File: src/rtl/exe_muldiv_if.sv
// Handshake/bus bundle between the ID/EX register and the iterative
// multiply/divide unit in the execute stage.
interface exe_muldiv_if;
    logic        start;
    logic [3:0]  op;
    logic [63:0] a;
    logic [63:0] b;
    logic        ack;
    logic        flush;
    logic        exe_is_waiting;
    logic        done;
    logic [63:0] result;

    modport master (
        output start, op, a, b, ack, flush,
        input  exe_is_waiting, done, result
    );

    modport slave (
        input  start, op, a, b, ack, flush,
        output exe_is_waiting, done, result
    );
endinterface

File: src/rtl/exe_muldiv.sv
// Iterative RV64M multiply/divide: shift-add multiply and restoring divide,
// one bit per cycle, with result held until the pipeline acknowledges it.
module exe_muldiv (
    input logic          clk,
    input logic          resetn,
    exe_muldiv_if.slave  bus
);
    typedef enum logic [1:0] {IDLE, RUN, DONE} state_t;

    state_t      state;
    logic [6:0]  count;
    logic        is_w, is_mul, is_rem, neg_q, neg_r;
    logic [63:0] acc;      // product accumulator or partial remainder
    logic [63:0] opx;      // multiplicand or divisor magnitude
    logic [63:0] q;        // multiplier or dividend/quotient shift register
    logic [63:0] result_q;

    // W results are always bit 31 of the 32-bit result, sign-extended.
    function automatic logic [63:0] fin(input logic w, input logic [63:0] x);
        return w ? {{32{x[31]}}, x[31:0]} : x;
    endfunction

    // ---------------- operand preparation (start cycle) ----------------
    logic        w_op, code_mul, legal, sgn, zext;
    logic [63:0] a_ext, b_ext, a_mag, b_mag, special_res;
    logic        a_neg, b_neg, div_zero, ovf, special, launch;

    assign w_op     = bus.op[3];
    assign code_mul = (bus.op[2:0] == 3'b000);
    assign legal    = code_mul || bus.op[2];
    assign sgn      = bus.op[2] && !bus.op[0];
    assign zext     = bus.op[2] && bus.op[0];

    assign a_ext = !w_op ? bus.a : zext ? {32'b0, bus.a[31:0]} : {{32{bus.a[31]}}, bus.a[31:0]};
    assign b_ext = !w_op ? bus.b : zext ? {32'b0, bus.b[31:0]} : {{32{bus.b[31]}}, bus.b[31:0]};
    assign a_neg = sgn && a_ext[63];
    assign b_neg = sgn && b_ext[63];
    assign a_mag = a_neg ? -a_ext : a_ext;
    assign b_mag = b_neg ? -b_ext : b_ext;

    assign div_zero = (b_ext == '0);
    assign ovf      = sgn && (b_ext == '1) &&
                      (a_ext == (w_op ? 64'hFFFF_FFFF_8000_0000 : 64'h8000_0000_0000_0000));
    assign special  = !legal || (!code_mul && (div_zero || ovf));
    assign launch   = bus.start && !bus.flush;

    // NOTE: every always_comb output gets a default first so no latch is inferred.
    always_comb begin
        special_res = '0;
        if (legal && div_zero)
            special_res = bus.op[1] ? a_ext : '1;
        else if (legal && ovf)
            special_res = bus.op[1] ? '0 : a_ext;
    end

    // ---------------- one iteration ----------------
    logic [64:0] trial;
    logic        q_bit;
    logic [63:0] div_acc_n, div_q_n, mul_acc_n, final_res;

    assign trial     = {acc, q[63]} - {1'b0, opx};
    assign q_bit     = !trial[64];
    assign div_acc_n = q_bit ? trial[63:0] : {acc[62:0], q[63]};
    assign div_q_n   = {q[62:0], q_bit};
    assign mul_acc_n = acc + (q[0] ? opx : 64'd0);

    always_comb begin
        final_res = '0;
        if (is_mul)
            final_res = mul_acc_n;
        else if (is_rem)
            final_res = neg_r ? -div_acc_n : div_acc_n;
        else
            final_res = neg_q ? -div_q_n : div_q_n;
    end

    // ---------------- sequential control ----------------
    // NOTE: sequential state uses non-blocking assignments only.
    always_ff @(posedge clk or negedge resetn) begin
        if (!resetn) begin
            state    <= IDLE;
            count    <= '0;
            is_w     <= 1'b0;
            is_mul   <= 1'b0;
            is_rem   <= 1'b0;
            neg_q    <= 1'b0;
            neg_r    <= 1'b0;
            acc      <= '0;
            opx      <= '0;
            q        <= '0;
            result_q <= '0;
        end else if (bus.flush) begin
            state <= IDLE;
            count <= '0;
        end else begin
            unique case (state)
                IDLE: if (launch) begin
                    is_w   <= w_op;
                    is_mul <= code_mul;
                    is_rem <= bus.op[1];
                    neg_q  <= a_neg ^ b_neg;
                    neg_r  <= a_neg;
                    acc    <= '0;
                    if (special) begin
                        result_q <= fin(w_op, special_res);
                        state    <= DONE;
                    end else begin
                        count <= w_op ? 7'd32 : 7'd64;
                        opx   <= code_mul ? a_ext : b_mag;
                        // Divide works MSB first, so a W dividend is left-aligned.
                        q     <= code_mul ? b_ext : (w_op ? {a_mag[31:0], 32'b0} : a_mag);
                        state <= RUN;
                    end
                end
                RUN: begin
                    count <= count - 7'd1;
                    if (is_mul) begin
                        acc <= mul_acc_n;
                        opx <= {opx[62:0], 1'b0};
                        q   <= {1'b0, q[63:1]};
                    end else begin
                        acc <= div_acc_n;
                        q   <= div_q_n;
                    end
                    if (count == 7'd1) begin
                        result_q <= fin(is_w, final_res);
                        state    <= DONE;
                    end
                end
                DONE: if (bus.ack) state <= IDLE;
                default: state <= IDLE;
            endcase
        end
    end

    assign bus.exe_is_waiting = resetn && !bus.flush &&
                                (((state == IDLE) && bus.start) || (state == RUN));
    assign bus.done   = (state == DONE);
    assign bus.result = result_q;
endmodule

File: src/flat_wrapper.sv
// flat-port wrapper written by rule: the top's interface ports become plain ports
module exe_muldiv_flat 
  (clk, resetn, bus_start, bus_op, bus_a, bus_b, bus_ack, bus_flush, bus_exe_is_waiting, bus_done, bus_result);
  exe_muldiv_if bus_i ();
  input logic clk;
  input logic resetn;
  input wire logic [$bits(bus_i.start)-1:0] bus_start;
  input wire logic [$bits(bus_i.op)-1:0] bus_op;
  input wire logic [$bits(bus_i.a)-1:0] bus_a;
  input wire logic [$bits(bus_i.b)-1:0] bus_b;
  input wire logic [$bits(bus_i.ack)-1:0] bus_ack;
  input wire logic [$bits(bus_i.flush)-1:0] bus_flush;
  output wire logic [$bits(bus_i.exe_is_waiting)-1:0] bus_exe_is_waiting;
  output wire logic [$bits(bus_i.done)-1:0] bus_done;
  output wire logic [$bits(bus_i.result)-1:0] bus_result;
  assign bus_i.start = bus_start;
  assign bus_i.op = bus_op;
  assign bus_i.a = bus_a;
  assign bus_i.b = bus_b;
  assign bus_i.ack = bus_ack;
  assign bus_i.flush = bus_flush;
  assign bus_exe_is_waiting = bus_i.exe_is_waiting;
  assign bus_done = bus_i.done;
  assign bus_result = bus_i.result;
  exe_muldiv u_core (.clk(clk), .resetn(resetn), .bus(bus_i));
endmodule
File: config.mk
export PLATFORM = sky130hd
export DESIGN_NAME = exe_muldiv_flat
export DESIGN_NICKNAME = d
export VERILOG_FILES = /design/src/rtl/exe_muldiv_if.sv /design/src/rtl/exe_muldiv.sv /design/src/flat_wrapper.sv
export SDC_FILE = /design/constraint.sdc
export NUM_CORES = 2
export LEC_CHECK = 0
export BUFFER_PORTS_ARGS = -buffer_cell sky130_fd_sc_hd__buf_2
export CORE_ASPECT_RATIO = 0.75
export CORE_MARGIN = 8
export CORE_UTILIZATION = 55
export DETAILED_ROUTE_END_ITERATION = 10
export GPL_ROUTABILITY_DRIVEN = 1
export PLACE_DENSITY_LB_ADDON = 0.15
export SLEW_MARGIN = 10
export SYNTH_ARGS = -nofsm -noshare
export SYNTH_HDL_FRONTEND = slang
export SYNTH_SLANG_ARGS = --single-unit
File: constraint.sdc
create_clock -name clk -period 15.9 [get_ports clk]
set_clock_uncertainty 0.05 [all_clocks]
set_input_delay 0.795 -clock clk [delete_from_list [all_inputs] [get_ports clk]]
set_output_delay 0.795 -clock clk [all_outputs]
set_load 0.02 [all_outputs]
==> impl_metrics.tcl <==
set metrics [dict create \
    netlist_area_um2 32560 \
    cp_slowest_cell "a311oi_1" \
    worstPathArrival_ns 8.22 \
    async_flop_share_pct 100.0 \
    crit_type "flip-flop to flip-flop" \
    grt_pass1_vias 34039 \
    ir_worst_vdd_mv 0.1097 \
    routed_via_density 7.120 \
    crit_path_cell_trace "inv_1, ha_1, fa_1, nand2b_1, a211o_1, a21o_1, a311oi_1, a211oi_1, o21ai_2, buf_4, nand2_4, o21ai_0, ha_1, nor4b_1, nand2_1, nor3_1, o22ai_1, or2_2, or3_1, o311ai_0, o41ai_1, a21oi_1, a21oi_1" \
    ctsHoldBuffers 0 \
    clk_latency_ns 0.60 \
    die_area_um2 67320 \
    numClockSinks 270 \
    r2r_cells 23 \
    power_density_nw_per_um2 164.7 \
    rows 77 \
    ys_ff_latch 270 \
    dp.cells 5288 \
    post-synth-top-area-fraction_pct 20.75 \
    die_w_um 296.9 \
    post_cts_buffers 0 \
    final_cells 5342 \
    seq_area_frac_synth_pct 20.75 \
    io_pins 203 \
    fin_crit_ns 7.853 \
    yosysWarnings 0 \
    place_hpwl_um 116900 \
    gp_congestion 1.075 \
    post_cts_resized 0 \
    final_nets 4802 \
    cts_root_buf "clkbuf_16" \
    area_growth_pct 6.898 \
    cts_tree "built" \
    layout_commonest_cell "nor2_1" \
    ant_nets 0 \
    avgRoutedWirePerCell_um 28.27 \
    syn_nets 4856 \
    cts_buffers 29 \
    finalMaxSlewViolations 0 \
    endpoint_kind "flip-flop" \
    hold_viol 0 \
    fillers 5771 \
    syn-mean-instance-area_um2 7.104 \
    synthDistinctLibCells 93 \
    drc 0 \
    antennaDiodeCount 0 \
    synth-edff-count 0 \
    worstSetupPathDepth 23 \
    grt_pass1_wl_um 219800 \
    fmax_mhz 127.3 \
    routed_wl_um 151000 \
    via_count 38035 \
    setup-tns-final_ns 0 \
    min_period_over_period_pct 49.39 \
    outcome "complete, no violations" \
    seqCellArea_um2 6763 \
    p_leak_nw 14.45 \
    final_cell_mix "nor2_1 (472), nand2_1 (467), a21oi_1 (457)" \
    cts.htree.levels 1 \
    synth_cells 4583 \
    setup_viol 0 \
    antenna_found_initial 1 \
    slew_headroom_pct 15.12 \
    clkTransAtPathRegs_ns 0.07 \
    rsz0062_at_grt "no" \
    synth_flop_cell "dfrtp_1" \
    core_um2 58770 \
    grt_max_degree 149 \
    path_delay_family "compound AO/OA/AOI/OAI gates" \
    multi_input_area_um2 24100 \
    critPathMaxFanout 40 \
    grt_usage_pct 41.88 \
    critPathBufInv 2 \
    grt-ovfl-total 0 \
    synthTopCellsByArea "dfrtp_1 (21%), a21oi_1 (7.1%), o21ai_0 (6.6%), nor2_1 (5.5%), nand2_1 (5.4%)" \
    start_kind "flip-flop" \
    start_util_pct 55.40 \
    drive_above_1_share_pct 8.392 \
    dr.pass1.iters 7 \
    first_iter_violations 5887 \
    critPathMaxStageDelay_ns 0.62 \
    synth_top_area_cell "dfrtp_1" \
    drv_cap 0 \
    hp-class "input port to asynchronous set/reset pin" \
    die_h_um 226.7 \
    io_buffers 202 \
    worstPathRequired_ns 16.27 \
    clock_path_buffers 3 \
    tightest_slew_ns 1.265 \
]
==> state kept, by name, summed over array words and instances, names as in the netlist <==
name	count
u_core.acc	64
u_core.bus.result	64
u_core.count	7
u_core.is_mul	1
u_core.is_rem	1
u_core.is_w	1
u_core.neg_q	1
u_core.neg_r	1
u_core.opx	64
u_core.q	64
u_core.state	2
==> area by class of cell <==
| cell class | count | share of cell area [%] |
|---|---|---|
| Timing Repair Buffer | 256 | 4.177 |
| Inverter | 128 | 1.380 |
| Tap cell | 790 | 2.840 |
| Clock inverter | 16 | 0.5141 |
| Clock buffer | 38 | 2.412 |
| Multi-Input combinational cell | 3844 | 69.25 |
| Sequential cell | 270 | 19.43 |
==> worst reg2reg max path: stages, from the launching register on <==
cell      delay, ns
dfrtp_1        0.40
inv_1          0.09
ha_1           0.23
fa_1           0.43
nand2b_1       0.19
a211o_1        0.39
a21o_1         0.28
a311oi_1       0.62
a211oi_1       0.28
o21ai_2        0.20
buf_4          0.35
nand2_4        0.44
o21ai_0        0.44
ha_1           0.31
nor4b_1        0.48
nand2_1        0.11
nor3_1         0.36
o22ai_1        0.34
or2_2          0.44
or3_1          0.48
o311ai_0       0.38
o41ai_1        0.13
a21oi_1        0.18
a21oi_1        0.08
==> report_power, final <==
group / total (mW) / internal, mW / switching (mW)
Sequential: 1.32 / 0.943 / 0.374
Combinational: 3.66 / 1.21 / 2.45
Clock: 0.756 / 0.422 / 0.334
Total: 5.73 / 2.57 / 3.16
==> cell families after synthesis <==
group | synth area share (%)
XOR/XNOR | 8.097
multiplexers | 3.585
AND/OR/NAND/NOR | 21.88
buffers and inverters | 5.488
flip-flops | 20.75
AO/OA/AOI/OAI | 34.92
adder cells (fa/ha/maj) | 5.272
==> per-layer routing <==
| layer | up-vias | GRT usage, % | share of wire (%) |
|---|---|---|---|
| met5 | - | 0 | 0 |
| met4 | 0 | 22.08 | 6.3 |
| met3 | 399 | 13.33 | 13 |
| met2 | 2677 | 60.75 | 41 |
| met1 | 18045 | 55.30 | 39 |
| li1 | 16914 | - | - |
==> synth_stat cells, drive strengths merged (12+ instances only) <==
| library cell | instances |
|---|---|
| inv | 126 |
| nand4 | 65 |
| nor2 | 475 |
| a32o | 12 |
| nand2 | 468 |
| a211oi | 189 |
| a2111oi | 22 |
| o22ai | 21 |
| a31oi | 77 |
| nand2b | 39 |
| a221oi | 22 |
| o211ai | 59 |
| a21oi | 460 |
| and2 | 20 |
| nand3 | 78 |
| a21o | 121 |
| clkbuf | 291 |
| a211o | 19 |
| ha | 134 |
| and3 | 25 |
| o41ai | 20 |
| a21boi | 13 |
| a22o | 44 |
| nor2b | 27 |
| or3 | 61 |
| buf | 50 |
| or4 | 38 |
| xnor2 | 169 |
| nor3 | 111 |
| mux2i | 111 |
| o221ai | 27 |
| xor2 | 132 |
| o31ai | 63 |
| o21ai | 437 |
| o21bai | 23 |
| a311oi | 12 |
| o21a | 38 |
| nor4 | 45 |
| dfrtp | 270 |
| or2 | 20 |
==> worst paths after layout <==
kind	slack, ns	from	endpoint
worst min-delay path	0.06	resetn	u_core.acc[57]$_DFFE_PN0P_
max in group asynchronous	13.61	resetn	u_core.q[44]$_DFFE_PN0P_
worst max register to register	8.05	u_core.q[63]$_DFFE_PN0P_	u_core.bus.result[48]$_DFFE_PN0P_
worst max-delay path	8.05	u_core.q[63]$_DFFE_PN0P_	u_core.bus.result[48]$_DFFE_PN0P_
worst min register to register	0.42	u_core.bus.result[49]$_DFFE_PN0P_	u_core.bus.result[49]$_DFFE_PN0P_
min in group clk	0.42	u_core.bus.result[49]$_DFFE_PN0P_	u_core.bus.result[49]$_DFFE_PN0P_
==> per-stage QoR <==
step	util, %	hold slack (ns)	worst slack, ns	instance area, µm²	power [mW]
floorplan	-	0.4243	9.230	32560	3.619
global placement	57.49	0.4129	8.709	33790	4.797
detailed placement	57.49	0.4160	8.555	33790	4.813
CTS	59.22	0.09042	8.497	34800	5.576
global route	59.22	0.1054	7.907	34800	6.009
finish	59.22	0.05909	8.047	34800	5.731
(Power assumes the default switching activity.)
